**src/rtl/cursor_motion.sv**
```systemverilog
// rtl/cursor_motion.sv - terminal byte interpreter producing cursor moves, character writes and scroll requests
module cursor_motion #(
  parameter int ROW_BITS = 5,
  parameter int COL_BITS = 7,
  parameter int ROWS     = 24,
  parameter int COLS     = 80
) (
  input  logic                clk,
  input  logic                reset,
  input  logic [7:0]          data,
  input  logic                valid,
  output logic                ready,
  input  logic [COL_BITS-1:0] x,
  input  logic [ROW_BITS-1:0] y,
  output logic [COL_BITS-1:0] new_x,
  output logic [ROW_BITS-1:0] new_y,
  output logic                wen,
  output logic [7:0]          char_out,
  output logic                char_wen,
  output logic                scroll
);

  typedef enum logic [1:0] {IDLE, ESC, ADDR_ROW, ADDR_COL} state_t;

  localparam logic [7:0] COL_MAX = 8'(COLS - 1);
  localparam logic [7:0] ROW_MAX = 8'(ROWS - 1);
  localparam logic [7:0] COLS8   = 8'(COLS);
  localparam logic [7:0] ROWS8   = 8'(ROWS);

  state_t              state_q, state_d;
  logic [ROW_BITS-1:0] row_q, row_d;
  logic [COL_BITS-1:0] new_x_d;
  logic [ROW_BITS-1:0] new_y_d;
  logic [7:0]          char_out_d;
  logic                wen_d, char_wen_d, scroll_d;

  logic       accept;
  logic [7:0] x8, y8, d_off, tab8;

  // Cursor math is done at byte width and only truncated when stored.
  assign accept = valid & ready;
  assign x8     = 8'(x);
  assign y8     = 8'(y);
  assign d_off  = data - 8'h20;
  assign tab8   = (x8 | 8'h07) + 8'h01;

  always_comb begin
    state_d    = state_q;
    row_d      = row_q;
    new_x_d    = new_x;
    new_y_d    = new_y;
    char_out_d = char_out;
    wen_d      = 1'b0;
    char_wen_d = 1'b0;
    scroll_d   = 1'b0;
    if (accept) begin
      case (state_q)
        IDLE: begin
          if (data >= 8'h20 && data <= 8'h7e) begin
            char_wen_d = 1'b1;
            char_out_d = data;
            if (x8 < COL_MAX) begin
              wen_d   = 1'b1;
              new_x_d = COL_BITS'(x8 + 8'd1);
              new_y_d = y;
            end
          end else begin
            case (data)
              8'h0d: begin
                wen_d   = 1'b1;
                new_x_d = '0;
                new_y_d = y;
              end
              8'h0a: begin
                if (y8 < ROW_MAX) begin
                  wen_d   = 1'b1;
                  new_x_d = x;
                  new_y_d = ROW_BITS'(y8 + 8'd1);
                end else begin
                  scroll_d = 1'b1;
                end
              end
              8'h08: begin
                if (x8 != 8'd0) begin
                  wen_d   = 1'b1;
                  new_x_d = COL_BITS'(x8 - 8'd1);
                  new_y_d = y;
                end
              end
              8'h09: begin
                if (x8 < COL_MAX) begin
                  wen_d   = 1'b1;
                  new_x_d = COL_BITS'((tab8 > COL_MAX) ? COL_MAX : tab8);
                  new_y_d = y;
                end
              end
              8'h1b:   state_d = ESC;
              default: ;
            endcase
          end
        end
        ESC: begin
          state_d = IDLE;
          case (data)
            8'h41: if (y8 != 8'd0) begin
              wen_d = 1'b1; new_x_d = x; new_y_d = ROW_BITS'(y8 - 8'd1);
            end
            8'h42: if (y8 < ROW_MAX) begin
              wen_d = 1'b1; new_x_d = x; new_y_d = ROW_BITS'(y8 + 8'd1);
            end
            8'h43: if (x8 < COL_MAX) begin
              wen_d = 1'b1; new_x_d = COL_BITS'(x8 + 8'd1); new_y_d = y;
            end
            8'h44: if (x8 != 8'd0) begin
              wen_d = 1'b1; new_x_d = COL_BITS'(x8 - 8'd1); new_y_d = y;
            end
            8'h48: begin
              wen_d = 1'b1; new_x_d = '0; new_y_d = '0;
            end
            8'h59:   state_d = ADDR_ROW;
            8'h1b:   state_d = ESC;
            default: ;
          endcase
        end
        // Address bytes are raw data: an ESC here is a coordinate, not a restart.
        ADDR_ROW: begin
          row_d   = (data < 8'h20 || d_off >= ROWS8) ? y : ROW_BITS'(d_off);
          state_d = ADDR_COL;
        end
        ADDR_COL: begin
          wen_d   = 1'b1;
          new_x_d = (data < 8'h20 || d_off >= COLS8) ? x : COL_BITS'(d_off);
          new_y_d = row_q;
          state_d = IDLE;
        end
        default: state_d = IDLE;
      endcase
    end
  end

  always_ff @(posedge clk or negedge reset) begin
    if (!reset) begin
      state_q  <= IDLE;
      row_q    <= '0;
      new_x    <= '0;
      new_y    <= '0;
      char_out <= '0;
      wen      <= 1'b0;
      char_wen <= 1'b0;
      scroll   <= 1'b0;
      ready    <= 1'b1;
    end else begin
      state_q  <= state_d;
      row_q    <= row_d;
      new_x    <= new_x_d;
      new_y    <= new_y_d;
      char_out <= char_out_d;
      wen      <= wen_d;
      char_wen <= char_wen_d;
      scroll   <= scroll_d;
      ready    <= !(wen_d | char_wen_d | scroll_d);
    end
  end

endmodule

```
**config.mk**
```make
export PLATFORM = sky130hd
export DESIGN_NAME = cursor_motion
export DESIGN_NICKNAME = d
export VERILOG_FILES = /design/src/rtl/cursor_motion.sv
export SDC_FILE = /design/constraint.sdc
export NUM_CORES = 1
export LEC_CHECK = 0
export BUFFER_PORTS_ARGS = -buffer_cell sky130_fd_sc_hd__clkbuf_2
export CORE_UTILIZATION = 33
export DETAILED_ROUTE_END_ITERATION = 6
export GPL_TIMING_DRIVEN = 1
export PLACE_DENSITY_LB_ADDON = 0.15
export SLEW_MARGIN = 0
export SYNTH_ARGS = -nofsm -noshare
export SYNTH_HDL_FRONTEND = slang
export SYNTH_SLANG_ARGS = --single-unit
```
**constraint.sdc**
```tcl
create_clock -name clk -period 1.9 [get_ports clk]
set_input_delay 0.19 -clock clk [delete_from_list [all_inputs] [get_ports clk]]
set_output_delay 0.19 -clock clk [all_outputs]
set_load 0.05 [all_outputs]
```
# Word-level counts from Yosys, hierarchy flattened
# Index checks and enable logic that the tools add are counted.
[word_totals]
reg_bits = 31
latch_bits = 0
ram_bits = 0
rom_bits = 0
in_bits = 23
out_inout_bits = 24
wordCells = 100
memories = 0
[classes]
add_sub_neg = 6
n_mul = 0
div = 0
order_cmp = 8
eq_ne = 20
n_shift = 0
muxes = 41
n_bitwise = 3
n_reduce_logical = 13
[ops]
columns = ["operator", "count"]
rows = [
  ["7-bit 2-to-1 mux", 8],
  ["8-bit by 7-bit == test with 1-bit output, second input constant", 6],
  ["7-bit one-hot mux with 5 select lines", 1],
  ["8-bit by 4-bit == test with 1-bit output, second input constant", 4],
  ["5-bit 2-to-1 mux", 6],
  ["7-bit one-hot mux with 4 select lines", 1],
  ["5-bit one-hot mux with 5 select lines", 1],
  ["7-bit one-hot mux with 3 select lines", 1],
  ["5-bit one-hot mux with 4 select lines", 1],
  ["8-bit nonzero test", 2],
  ["5-bit one-hot mux with 3 select lines", 1],
  ["1-bit 2-to-1 mux", 14],
  ["6-bit by 2-bit != test with 1-bit output, second input constant", 2],
  ["7-bit by 1-bit adder with 8-bit output, second input constant", 1],
  ["8-bit by 5-bit == test with 1-bit output, second input constant", 1],
  ["8-bit by 5-bit greater-or-equal comparator with 1-bit output, second input constant", 1],
  ["8-bit by 6-bit greater-or-equal comparator with 1-bit output, second input constant", 1],
  ["8-bit by 7-bit greater-or-equal comparator with 1-bit output, second input constant", 1],
  ["8-bit by 7-bit > comparator with 1-bit output, second input constant", 1],
  ["8-bit by 7-bit less-or-equal comparator with 1-bit output, second input constant", 1],
  ["8-bit by 6-bit less-than comparator with 1-bit output, second input constant", 1],
  ["2-bit one-hot mux with 4 select lines", 1],
  ["8-bit by 6-bit subtractor with 8-bit output, second input constant", 1],
  ["7-bit by 1-bit adder with 7-bit output, second input constant", 1],
  ["26 further kinds", 32],
]

# Depth between registers and ports, before layout
# Gate-level depths: netlist (run 1).
[logic_depth]
word_depth = 9
mapped_depth = 10
depth_no_buf = 8

# Worst setup path after synthesis (run 1)
# Ideal clock, no wire load.
[synth_timing]
path_kind = "input to register"
from = "input port x[4]"
to = "register new_y[3]"
setup_ns = 0.121
t_arrival_ns = 2.087
t_required_ns = 1.779
slack_ns = -0.308
path_stages = 9
n_path_buf = 1
path_cell_list = "buf_2 inv_1 ha_1 nand4_1 a21boi_2 mux2_2 a2111oi_0 o21ai_0 o22a_1"
[synth_between]
elab_chain_cells = 5
word_cells_on_any_way = 8
classes_between = "order compare: 1; mux: 6; reduce/logical: 1"
[synth_lines]
columns = ["element", "line", "source"]
rows = [
  ["start, declared", "13", "input logic [COL_BITS-1:0] x,"],
  ["7-bit less-than comparator / 8-bit nonzero test (equally long branches)", "--", ""],
  ["5-bit 2-to-1 mux", "--", ""],
  ["5-bit one-hot mux with 4 select lines", "--", ""],
  ["5-bit 2-to-1 mux", "--", ""],
  ["5-bit one-hot mux with 3 select lines (*)", "--", ""],
  ["end signal, assigned", "156", "new_y <= new_y_d;"],
  ["end, declared", "16", "output logic [ROW_BITS-1:0] new_y,"],
]
# Mark *: on every way between the ends. The rest lies on a longest branch, timed or not.
# A chain may end at the register's enable or synchronous reset.

# Worst setup path after layout (run 1)
[layout_timing]
from = "input port data[1]"
to = "register new_y[2]"
[layout_between]
elab_chain_cells = 4
word_cells_on_any_way = 20
classes_between = "order compare: 2; eq/ne: 12; mux: 4; reduce/logical: 2"
[layout_lines]
columns = ["element", "line", "source"]
rows = [
  ["start, declared", "10", "input logic [7:0] data,"],
  ["8-bit by 6-bit greater-or-equal comparator with 1-bit output, or another cell as far along", "59", "if (data >= 8'h20 && data <= 8'h7e) begin"],
  ["1-bit logical AND / 5-bit one-hot mux with 4 select lines (equally long branches)", "59, 68", ""],
  ["6-bit by 2-bit != test with 1-bit output (no line) / 5-bit 2-to-1 mux (equally long branches)", "--", ""],
  ["5-bit AND reduction (no line) / 5-bit one-hot mux with 3 select lines (equally long branches)", "--", ""],
]
# Several ways; a longest one is shown, not always the timed one.

==> summary.md, run 1 <==
| Metric | Value |
|---|---|
| Reg2Reg Depth | `7` |
| R2R Path Start | `state_q[0]` |
| CP max stage delay | `roughly 0.43 ns` |
| Clock Path Buffers | `2` |
| Utilization after layout | `49.23%` |
| Crit path time final | `~1.8 ns` |
| Initial drt markers | `about 370` |
| Static leakage | `2.318 nW` |
| H-tree depth | `2` |
| Hold depth | `4` |
| Synth Area in Compound Gates | `34.25%` |
| Switching share of power | `43.50%` |
| Initial antenna violation count | `0` |
| Slew HR | `around two thirds` |
| GPL Wtd Cong | `0.9676` |
| Final ANT Viol Nets | `0` |
| Required @ worst endpoint | `2.12 ns` |
| Global-route wire length before repair | `24.72 mm` |
| Avg Synthesized Cell Area | `7.893 sq um` |
| Placeable core area | `10940 sq um` |
| CTS buffer count | `5` |
| Layout area overhead | `43.91%` |
| Clk sinks | `31` |
| Routed WL | `16.39 mm` |
| Fin. Hold Viols | `0` |
| Vias in the first global route | `4249` |
| Post-synthesis xor/xnor area fraction | `3.512%` |
| Mapped Cells | `474` |
| Sequential power share | `28.2%` |
| VDD IR-drop max | `approximately 350 uV` |
| Vias per Instance | `5.842` |
| CP max stage cell | `nor2b_1` |
| Clock latency at the later pin of the worst-skew pair | `0.28 ns` |
| Worst path cell trace | `clkbuf_2, buf_4, nor2b_1, nand3_1, buf_12, o32a_1, a21oi_1, o32a_1` |
| Hold_sp | `data[6]` |
| Synth Net Count | `509` |
| Layout Skew | `about 0.010 ns` |
| CP Data Arrival Time | `2.06 ns` |
| CP bufs+invs | `3` |
| Fmax | `544.7 MHz` |
| DRT Pass-1 Iters | `5` |
| CTS clock-pin slew for the worst setup and hold paths | `0.07 ns` |
| WL/cell | `21.59 um` |
| # IOs | `between 40 and 50` |
| Tcrit/Tclk final | `a little over nine tenths` |
| Starting Density | `34.21%` |
| Largest family of logic cells by synthesized area | `compound AO/OA/AOI/OAI gates` |
| Die width | `approximately 110 um` |
| Crit start category | `input port` |
| PwrDens | `584.3 nW/um^2` |
| Post-synth EDFFs | `0` |
| Simple-gate share of the synthesized area | `21.20%` |
| Comb power frac | `between 40 and 50%` |
| Worst r2r dst | `new_y[1]` |
| Hold WS | `around 0.3 ns` |
| CTS tree | `built` |
| Mapped cell area | `3741 sq um` |
| Crit. Startpoint | `data[1]` |
| Worst Setup Path Type | `input port to register` |
| Synth Area in Adders | `between 4 and 5%` |
| Grt ovf | `0` |
| # nets final | `653` |
| Worst slew pin tran | `0.5183 ns` |
| Largest net degree at the start of global routing | `32` |
| Worst min path class | `input port to register` |
| Worst hold path endpoint | `char_out[6]` |
| RSZ-0062 raised after global routing | `true` |
| Critical Path Fanout Max | `12` |
| Placement Cell Area | `approximately 5100 sq um` |
| Max_cap viols | `0` |
| Power share of the clock group | `26.3%` |
| Most frequent CP cell | `o32a_1` |
| Post-synthesis mux area share | `~8.2%` |
| Async set or reset register ratio after synthesis | `100.0%` |
| Cell-internal power | `1.777 mW` |
| Main synth FF type | `dfrtp_1` |
| Post-synth cell types | `81` |
| Switching pwr | `1.369 mW` |
| Num rows | `38` |
| PortBufs | `46` |
| Register area share after synthesis | `20.77%` |
| DIE HEIGHT | `108.5 um` |
| Post-DP HPWL | `approximately 13 mm` |
| Design area | `5384 sq um` |
| DRC viols | `0` |
| Ant diodes | `0` |
| Total GRT Usage | `between 20% and 30%` |
| Via Count | `4434` |
| Status | `finished clean` |
| Clk Tree Root Cell | `clkbuf_16` |
| R2R Setup Slk | `0.12 ns` |
| Final setup violation count | `0` |
| YS warnings | `0` |
| Pins Over Slew Limit | `0` |
| Die Area | `roughly 12000 sq um` |
| Crit-path leading delay family | `compound AO/OA/AOI/OAI gates` |
| Crit. End Element | `register` |
| FF+latch count, synth | `31` |
| Share of layout cells above drive strength 1 | `40.06%` |
## layout by cell type (no fill, tap or decap), drive strengths merged, types with 6 or more instances in the layout
cell type / count
a21o: 7
nor3: 7
nor2b: 7
a211oi: 11
mux2: 9
dfrtp: 30
ha: 12
buf: 137
nand3: 24
nor2: 25
and2: 9
o32a: 7
inv: 17
nand2: 44
o221ai: 6
o21ai: 37
mux2i: 20
a31oi: 8
a21oi: 34
xor2: 7
xnor2: 8
nand2b: 6
clkbuf: 49
## power groups by stage
stage               Sequential [mW]  Combinational [mW]  Clock (mW)
detailed placement            0.895                1.38           0
finish                        0.888                1.43       0.826
CTS                           0.884                1.40       0.838
global route                  0.902                1.52       0.866
global placement              0.889                1.38           0
floorplan                      1.21               0.578           0
## final cells by class
cell class | count | area, sq um
sequential | 31 | 777.0
timing repair buffer | 181 | 1336
clock inverter | 2 | 12.51
tap | 140 | 175.2
inverter | 18 | 87.58
clock buffer | 6 | 128.9
multi-input combinational | 381 | 2867
fill | 1103 | 5552
## layer usage
layer / vias to the layer above / share of wire, % / global-route usage (%)
li1: 2082 / - / -
met1: 2100 / 45 / 38.90
met2: 206 / 45 / 44.76
met3: 46 / 6.2 / 3.617
met4: 0 / 3.2 / 11.68
met5: - / 0 / 0
## worst register-to-register path: cells and delay by family, from the launching register on
| kind | cells | cell delay, ns |
|---|---|---|
| flops | 1 | 0.43 |
| compound gates | 3 | 0.58 |
| simple gates | 3 | 0.43 |
| buf+inv | 1 | 0.24 |
## worst max path at each step
stage | to | slack (ns) | cells past startpoint
global route | new_y[0] | -0.007 | 10
CTS | new_x[2] | 0.003 | 10
finish | new_y[2] | 0.06 | 8
detailed placement | new_x[6] | -0.40 | 8
global placement | new_x[6] | -0.38 | 8
floorplan | new_x[2] | -0.08 | 10
## cell families after synthesis
family                   count (synthesis)
AO/OA/AOI/OAI                          177
AND/OR/NAND/NOR                        148
buffers and inverters                   62
flip-flops                              31
multiplexers                            29
XOR/XNOR                                15
adder cells (fa/ha/maj)                 12
## metrics by stage
step / TNS (ns) / total power, mW / worst slack (ns) / instances
floorplan: -0.1440 / 1.791 / -0.07555 / 474
global placement: -3.684 / 2.273 / -0.3829 / 746
detailed placement: -3.896 / 2.279 / -0.4048 / 746
CTS: 0 / 3.121 / 0.003411 / 755
global route: -0.007458 / 3.289 / -0.007458 / 759
finish: 0 / 3.146 / 0.06417 / 759
## synth_stat cells, types with 6 or more instances
cell type | number | area, sq um
o32a_1 | 7 | 70.07
inv_1 | 17 | 63.81
clkbuf_1 | 13 | 48.80
and2_1 | 8 | 50.05
nor3_1 | 7 | 35.03
dfrtp_1 | 30 | 750.7
a21oi_1 | 34 | 170.2
nor2b_1 | 7 | 43.79
xor2_1 | 7 | 61.31
mux2_2 | 8 | 90.09
a211oi_1 | 11 | 82.58
o221ai_1 | 6 | 52.55
a21o_1 | 7 | 52.55
buf_2 | 18 | 90.09
nand3_1 | 24 | 120.1
ha_1 | 12 | 150.1
o21ai_0 | 30 | 150.1
mux2i_1 | 20 | 200.2
nand2b_1 | 6 | 37.54
nor2_1 | 25 | 93.84
nand2_1 | 44 | 165.2
xnor2_1 | 8 | 70.07
a31oi_1 | 8 | 50.05
## sequential cells by signal, indices dropped and copies added (netlist names), named ones only
signal,count
new_y,5
char_out,8
new_x,7
wen,1
ready,1
scroll,1
row_q,5
char_wen,1
state_q,1
## timing repair
item / CTS / global route
setup buffers: 0 / 4
hold buffers: 1 / 0
resized for setup: 6 / 32
hold endpoints to repair: 30 / 0
pin swaps: 1 / 11
endpoints found under the setup margin: 4 / 13
Power figures use the tool's default switching activity.
==> run 2: changes to the inputs <==
--- a/config.mk
+++ b/config.mk
@@ -9,7 +9,6 @@
 export CORE_UTILIZATION = 33
 export DETAILED_ROUTE_END_ITERATION = 6
 export GPL_TIMING_DRIVEN = 1
-export PLACE_DENSITY_LB_ADDON = 0.15
 export SLEW_MARGIN = 0
 export SYNTH_ARGS = -nofsm -noshare
 export SYNTH_HDL_FRONTEND = slang
==> run 2 against run 1 <==
Against the previous run:
- utilization grew 0.45 points
- worst hold slack lost 0.0055 ns
- largest cell class unchanged
- final area grew 0.91%
- highest routed layer unchanged
- clock power grew 0.5%
- critical endpoint is now new_x[2]
- global-route usage shrank 0.70 points
- largest power group unchanged
==> summary.md, run 2 (synthesis results as in run 1) <==
| Metric | Value |
|---|---|
| Initial drt markers | `495 (was 372)` |
| Vias per Instance | `5.909 (was 5.842)` |
| Initial antenna violation count | `0 (unchanged)` |
| DIE HEIGHT | `108.5 um (unchanged)` |
| Num rows | `38 (unchanged)` |
| Tcrit/Tclk final | `96.59% (was 96.62%)` |
| Required @ worst endpoint | `2.12 ns (about the same)` |
| Crit. End Element | `register (unchanged)` |
| Status | `finished clean (unchanged)` |
| Static leakage | `2.351 nW (was 2.318 nW)` |
| # nets final | `655 (was 653)` |
| Post-DP HPWL | `12.35 mm (was 12.58 mm)` |
| Clock Path Buffers | `2 (unchanged)` |
| Pins Over Slew Limit | `0 (unchanged)` |
| PwrDens | `580.9 nW/um^2 (was 584.3 nW/um^2)` |
| Clk Tree Root Cell | `clkbuf_16 (unchanged)` |
| Multi-input gate area | `2858 sq um (was 2867 sq um)` |
| Global-route wire length before repair | `24.63 mm (was 24.72 mm)` |
| WL/cell | `20.65 um (was 21.59 um)` |
| Starting Density | `34.21% (unchanged)` |
| Largest net degree at the start of global routing | `24 (was 32)` |
| Max_cap viols | `0 (unchanged)` |
| Total GRT Usage | `27.71% (was 28.42%)` |
| Register area | `777.0 sq um (unchanged)` |
| Vias in the first global route | `4367 (was 4249)` |
| VDD IR-drop max | `510.4 uV (was 350.2 uV)` |
| Fillers | `1082 (was 1103)` |
| Switching share of power | `43.48% (was 43.50%)` |
| Hold WS | `0.2924 ns (was 0.2980 ns)` |
| Switching pwr | `1.372 mW (was 1.369 mW)` |
| Grt ovf | `0 (unchanged)` |
| Slew HR | `68.84% (was 65.28%)` |
| Power share of the clock group | `26.3% (about the same)` |
| Crit path time final | `1.835 ns (was 1.836 ns)` |
| Die Area | `11770 sq um (unchanged)` |
| Clock latency at the later pin of the worst-skew pair | `0.28 ns (about the same)` |
| Max reg flops | `8 (unchanged)` |
| Sequential power share | `28.0% (was 28.2%)` |
| Crit start category | `input port (unchanged)` |
| Placeable core area | `10940 sq um (unchanged)` |
| Fmax | `544.9 MHz (was 544.7 MHz)` |
| Ant diodes | `0 (unchanged)` |
| Biggest regs | `char_out (8), new_x (7) (unchanged)` |
| Commonest non-fill, non-tap cell in the layout | `buf_4 (unchanged)` |
| Final setup violation count | `0 (unchanged)` |
| CTS tree | `built (unchanged)` |
| Biggest register | `char_out (unchanged)` |
| Most frequent cells in the layout | `buf_4, nand2_1, clkbuf_2 (unchanged)` |
| Worst Setup Path Type | `input port to register (unchanged)` |
| GPL Wtd Cong | `0.9666 (was 0.9676)` |
| Routed WL | `15.71 mm (was 16.39 mm)` |
| Via Count | `4497 (was 4434)` |
| DRT Pass-1 Iters | `6 (was 5)` |
| Layout Skew | `0.006691 ns (was 0.01037 ns)` |
| Comb power frac | `45.7% (was 45.5%)` |
| Fin. Hold Viols | `0 (unchanged)` |
| Final ANT Viol Nets | `0 (unchanged)` |
| CP Data Arrival Time | `2.05 ns (was 2.06 ns)` |
| Cell-internal power | `1.784 mW (was 1.777 mW)` |
| # IOs | `47 (unchanged)` |
| Worst min path class | `input port to register (unchanged)` |
| CTS buffer count | `5 (unchanged)` |
| Die width | `108.5 um (unchanged)` |
| Share of layout cells above drive strength 1 | `40.26% (was 40.06%)` |
| Critical Path Fanout Max | `7 (was 12)` |
| PortBufs | `46 (unchanged)` |
| Tot Pwr | `3.156 mW (was 3.146 mW)` |
| Worst slew pin tran | `0.4647 ns (was 0.5183 ns)` |
| DRC viols | `0 (unchanged)` |
| Clk sinks | `31 (unchanged)` |
| H-tree depth | `2 (unchanged)` |
| RSZ-0062 raised after global routing | `true (unchanged)` |
| Layout area overhead | `45.22% (was 43.91%)` |
| CTS clock-pin slew for the worst setup and hold paths | `0.06 ns (was 0.07 ns)` |
-- run 2: final cells by class --
cell class | count | share of cell area (%)
tap | 140 | 3.224
inverter | 18 | 1.520
sequential | 31 | 14.30
multi-input combinational | 381 | 52.60
clock inverter | 3 | 0.3685
clock buffer | 5 | 2.303
timing repair buffer | 183 | 25.68
-- run 2: final timing paths --
kind	startpoint	to	slack [ns]	cells after the start
max in group asynchronous	reset	ready	0.89	3
min reg2reg	char_out[2]	char_out[2]	0.48	2
max reg2reg	ready	new_x[2]	0.10	6
min	valid	state_q[0]	0.29	3
max	x[3]	new_x[2]	0.06	8
min in group asynchronous	reset	new_y[1]	0.32	2
-- run 2: per-stage QoR --
| stage | util [%] | area, sq um | TNS [ns] | cells | worst slack (ns) |
|---|---|---|---|---|---|
| 4_1_cts | 48.67 | 5323 | 0 | 759 | 0.001222 |
| 3_3_place_gp | 47.25 | 5167 | -3.251 | 750 | -0.3320 |
| 2_1_floorplan | - | 3948 | -0.1440 | 474 | -0.07555 |
| 3_5_place_dp | 47.25 | 5167 | -3.484 | 750 | -0.3071 |
| 5_1_grt | 49.68 | 5433 | -0.01220 | 761 | -0.01220 |
| 6_report | 49.68 | 5433 | 0 | 761 | 0.06486 |
-- run 2: worst max-delay path, stage by stage --
cell and delay [ns]:
buf_4 0.15, or4_4 0.62, buf_12 0.17, o21ai_2 0.16
o21ai_1 0.11, mux2_2 0.29, o41ai_2 0.19, o32a_1 0.18
-- run 2: metal layers --
metal,routed length (um),track usage (%),up-vias
li1,-,-,2085
met3,1000,3.376,41
met4,450,9.459,0
met2,7409,46.16,185
met5,0,0,-
met1,6853,36.77,2186
-- run 2: power groups by stage --
| stage | Sequential, mW | Combinational, mW | Clock [mW] |
|---|---|---|---|
| 2_1_floorplan | 1.21 | 0.578 | 0 |
| 3_3_place_gp | 0.889 | 1.40 | 0 |
| 3_5_place_dp | 0.891 | 1.40 | 0 |
| 4_1_cts | 0.876 | 1.41 | 0.840 |
| 5_1_grt | 0.897 | 1.53 | 0.873 |
| 6_report | 0.884 | 1.44 | 0.830 |
-- run 2: timing repair --
action	4_1_cts	5_1_grt
hold endpoints to repair	8	0
hold buffers	1	0
pin swaps	2	9
buffers inserted	0	2
endpoints found under the setup margin	3	13
resized for setup	1	30
==> run 3: changes to the inputs <==
--- a/config.mk
+++ b/config.mk
@@ -6,9 +6,10 @@
 export NUM_CORES = 1
 export LEC_CHECK = 0
 export BUFFER_PORTS_ARGS = -buffer_cell sky130_fd_sc_hd__clkbuf_2
-export CORE_UTILIZATION = 33
+export CORE_UTILIZATION = 60
 export DETAILED_ROUTE_END_ITERATION = 6
 export GPL_TIMING_DRIVEN = 1
+export PLACE_DENSITY = 0.82
 export SLEW_MARGIN = 0
 export SYNTH_ARGS = -nofsm -noshare
 export SYNTH_HDL_FRONTEND = slang
==> run 3 against run 2 <==
Against the previous run:
- the run now ends with DRC, hold timing left
- die area shrank 44%
- via count grew 7.7%
- combinational power is essentially flat
- worst hold slack lost 0.30 ns
- cell count decreased by 11%
- routed wire length down 2.3%
- register-to-register slack got worse by 0.02 ns
- count of clock-buffer cells in the layout unchanged
- power fell by 5.1%
==> summary.md, run 3 (synthesis results as in run 1) <==
| Metric | Value |
|---|---|
| Routed WL | `15.35 mm (was 15.71 mm)` |
| Switching share of power | `44.79% (was 43.48%)` |
| CTS buffer count | `5 (unchanged)` |
| Die Area | `6555 sq um (was 11770 sq um)` |
| CTS clock-pin slew for the worst setup and hold paths | `0.09 ns (was 0.06 ns)` |
| Clk Tree Root Cell | `clkbuf_8 (was clkbuf_16)` |
| Comb power frac | `47.1% (was 45.7%)` |
| Global-route wire length before repair | `22.76 mm (was 24.63 mm)` |
| Power share of the clock group | `23.3% (was 26.3%)` |
| Max_cap viols | `0 (unchanged)` |
| CP Data Arrival Time | `2.13 ns (was 2.05 ns)` |
| Tot Pwr | `2.993 mW (was 3.156 mW)` |
| PortBufs | `46 (unchanged)` |
| Max reg flops | `8 (unchanged)` |
| PwrDens | `594.4 nW/um^2 (was 580.9 nW/um^2)` |
| Crit start category | `input port (unchanged)` |
| Sequential power share | `29.7% (was 28.0%)` |
| Worst slew pin tran | `0.8910 ns (was 0.4647 ns)` |
| Via Count | `4843 (was 4497)` |
| Cts hold-fix bufs | `0 (was 1)` |
| Crit path time final | `1.885 ns (was 1.835 ns)` |
| # nets final | `636 (was 655)` |
| Tcrit/Tclk final | `99.23% (was 96.59%)` |
| Vias per Instance | `7.154 (was 5.909)` |
| Slew HR | `40.60% (was 68.84%)` |
| Initial antenna violation count | `0 (unchanged)` |
| Final ANT Viol Nets | `0 (unchanged)` |
| H-tree depth | `2 (unchanged)` |
| Worst r2r dst | `new_x[3] (was new_x[2])` |
| R2R Setup Slk | `0.08 ns (was 0.10 ns)` |
| DRT Pass-1 Iters | `7 (was 6)` |
| Total GRT Usage | `46.39% (was 27.71%)` |
| DRC viols | `3 (was 0)` |
| Clock Path Buffers | `2 (unchanged)` |
| Num rows | `28 (was 38)` |
| Layout Skew | `0.01444 ns (was 0.006691 ns)` |
| Clock latency at the later pin of the worst-skew pair | `0.31 ns (was 0.28 ns)` |
| VDD IR-drop max | `509.0 uV (was 510.4 uV)` |
| Grt ovf | `0 (unchanged)` |
| Commonest non-fill, non-tap cell in the layout | `buf_4 (unchanged)` |
| Die width | `80.96 um (was 108.5 um)` |
| Cell-internal power | `1.653 mW (was 1.784 mW)` |
| Required @ worst endpoint | `2.14 ns (was 2.12 ns)` |
| Vias in the first global route | `4468 (was 4367)` |
| Static leakage | `2.194 nW (was 2.351 nW)` |
| DIE HEIGHT | `80.96 um (was 108.5 um)` |
| Crit. End Element | `register (unchanged)` |
| Fmax | `530.4 MHz (was 544.9 MHz)` |
| Most frequent cells in the layout | `buf_4, clkbuf_2, nand2_1 (was buf_4, nand2_1, clkbuf_2)` |
| Register area | `777.0 sq um (unchanged)` |
| Final setup violation count | `0 (unchanged)` |
| Share of layout cells above drive strength 1 | `37.54% (was 40.26%)` |
| Clk sinks | `31 (unchanged)` |
| CP Capture Point | `new_x[3] (was new_x[2])` |
| Worst min path class | `input port to async pin (was input port to register)` |
| CTS tree | `built (unchanged)` |
| Pins Over Slew Limit | `0 (unchanged)` |
| Crit. Startpoint | `data[5] (was x[3])` |
| Status | `finished with violations (was finished clean)` |
| Multi-input gate area | `2829 sq um (was 2858 sq um)` |
| Biggest regs | `char_out (8), new_x (7) (unchanged)` |
| Placeable core area | `5956 sq um (was 10940 sq um)` |
| Largest net degree at the start of global routing | `32 (was 24)` |
| Violated checks | `DRC, hold timing` |
| Post-DP HPWL | `11.27 mm (was 12.35 mm)` |
| WL/cell | `22.67 um (was 20.65 um)` |
| Fillers | `373 (was 1082)` |
| Ant diodes | `0 (unchanged)` |
| Critical Path Fanout Max | `7 (unchanged)` |
| Worst Setup Path Type | `input port to register (unchanged)` |
| Layout area overhead | `34.62% (was 45.22%)` |
| GPL Wtd Cong | `1.115 (was 0.9666)` |
| Utilization after layout | `84.56% (was 49.68%)` |
| Fin. Hold Viols | `13 (was 0)` |
| Hold WS | `-0.009292 ns (was 0.2924 ns)` |
| Biggest register | `char_out (unchanged)` |
| Initial drt markers | `769 (was 495)` |
| # IOs | `47 (unchanged)` |
| Reg2Reg Depth | `6 (unchanged)` |
| Switching pwr | `1.341 mW (was 1.372 mW)` |
| Starting Density | `62.82% (was 34.21%)` |
==> run 3: cell types whose count changed in the layout (fill, tap and decap cells not counted), sizes merged <==
cell	delta
clkbuf	+3
bufinv	+1
clkinvlp	-2
dlygate4sd3	-1
buf	-21
clkinv	+1
==> run 3: layout make-up <==
class | instances | share of cell area, %
Timing Repair Buffer | 164 | 22.66
Clock inverter | 3 | 0.8696
Tap cell | 75 | 1.863
Multi-Input combinational cell | 381 | 56.17
Clock buffer | 5 | 1.366
Sequential cell | 31 | 15.43
Inverter | 18 | 1.640
==> run 3: worst min-delay path by stage <==
stage                             end  slack [ns]  depth (start not counted)
after floorplan             async pin       -0.11                          0
after global placement    char_out[7]        0.31                          1
after detailed placement  char_out[7]        0.32                          1
after CTS                 char_out[0]       0.006                          1
after global routing      char_out[7]        0.06                          1
final                             wen      -0.009                          1
==> run 3: critical path, cell delays in order <==
cell	delay, ns
clkbuf_2	0.16
nor4b_4	0.29
buf_4	0.19
or3b_1	0.54
inv_1	0.19
a2bb2oi_1	0.08
o31ai_1	0.25
o32a_1	0.24
==> run 3: per-layer routing <==
layer,wire (um),vias to the layer above,track usage (%)
met5,0,-,0
met4,1002,0,27.32
li1,-,2055,-
met1,5643,2209,57.68
met2,6637,441,69.83
met3,2067,138,14.72
==> run 3: power by group through the flow <==
stage | registers, mW | clock network, mW | logic, mW
final | 0.888 | 0.697 | 1.41
after global routing | 0.899 | 0.713 | 1.48
after CTS | 0.876 | 0.687 | 1.36
after detailed placement | 0.888 | 0 | 1.35
after global placement | 0.885 | 0 | 1.32
after floorplan | 1.21 | 0 | 0.578
==> run 3: stage by stage <==
stage / cells / worst slack (ns) / hold WS [ns] / cell area, sq um / TNS, ns
finish: 677 / 0.01459 / -0.009292 / 5036 / 0
global route: 677 / -0.1217 / 0.06033 / 5036 / -0.2179
CTS: 675 / 0.002537 / 0.006122 / 4981 / 0
detailed placement: 667 / -0.3002 / 0.3226 / 4863 / -2.974
global placement: 667 / -0.2584 / 0.3113 / 4863 / -2.298
floorplan: 474 / -0.07555 / -0.1056 / 3948 / -0.1440
==> run 3: timing repair <==
item / 4_1_cts / 5_1_grt
resized for setup: 1 / 12
pin swaps: 0 / 2
endpoints found under the setup margin: 1 / 11
buffers inserted: 0 / 2
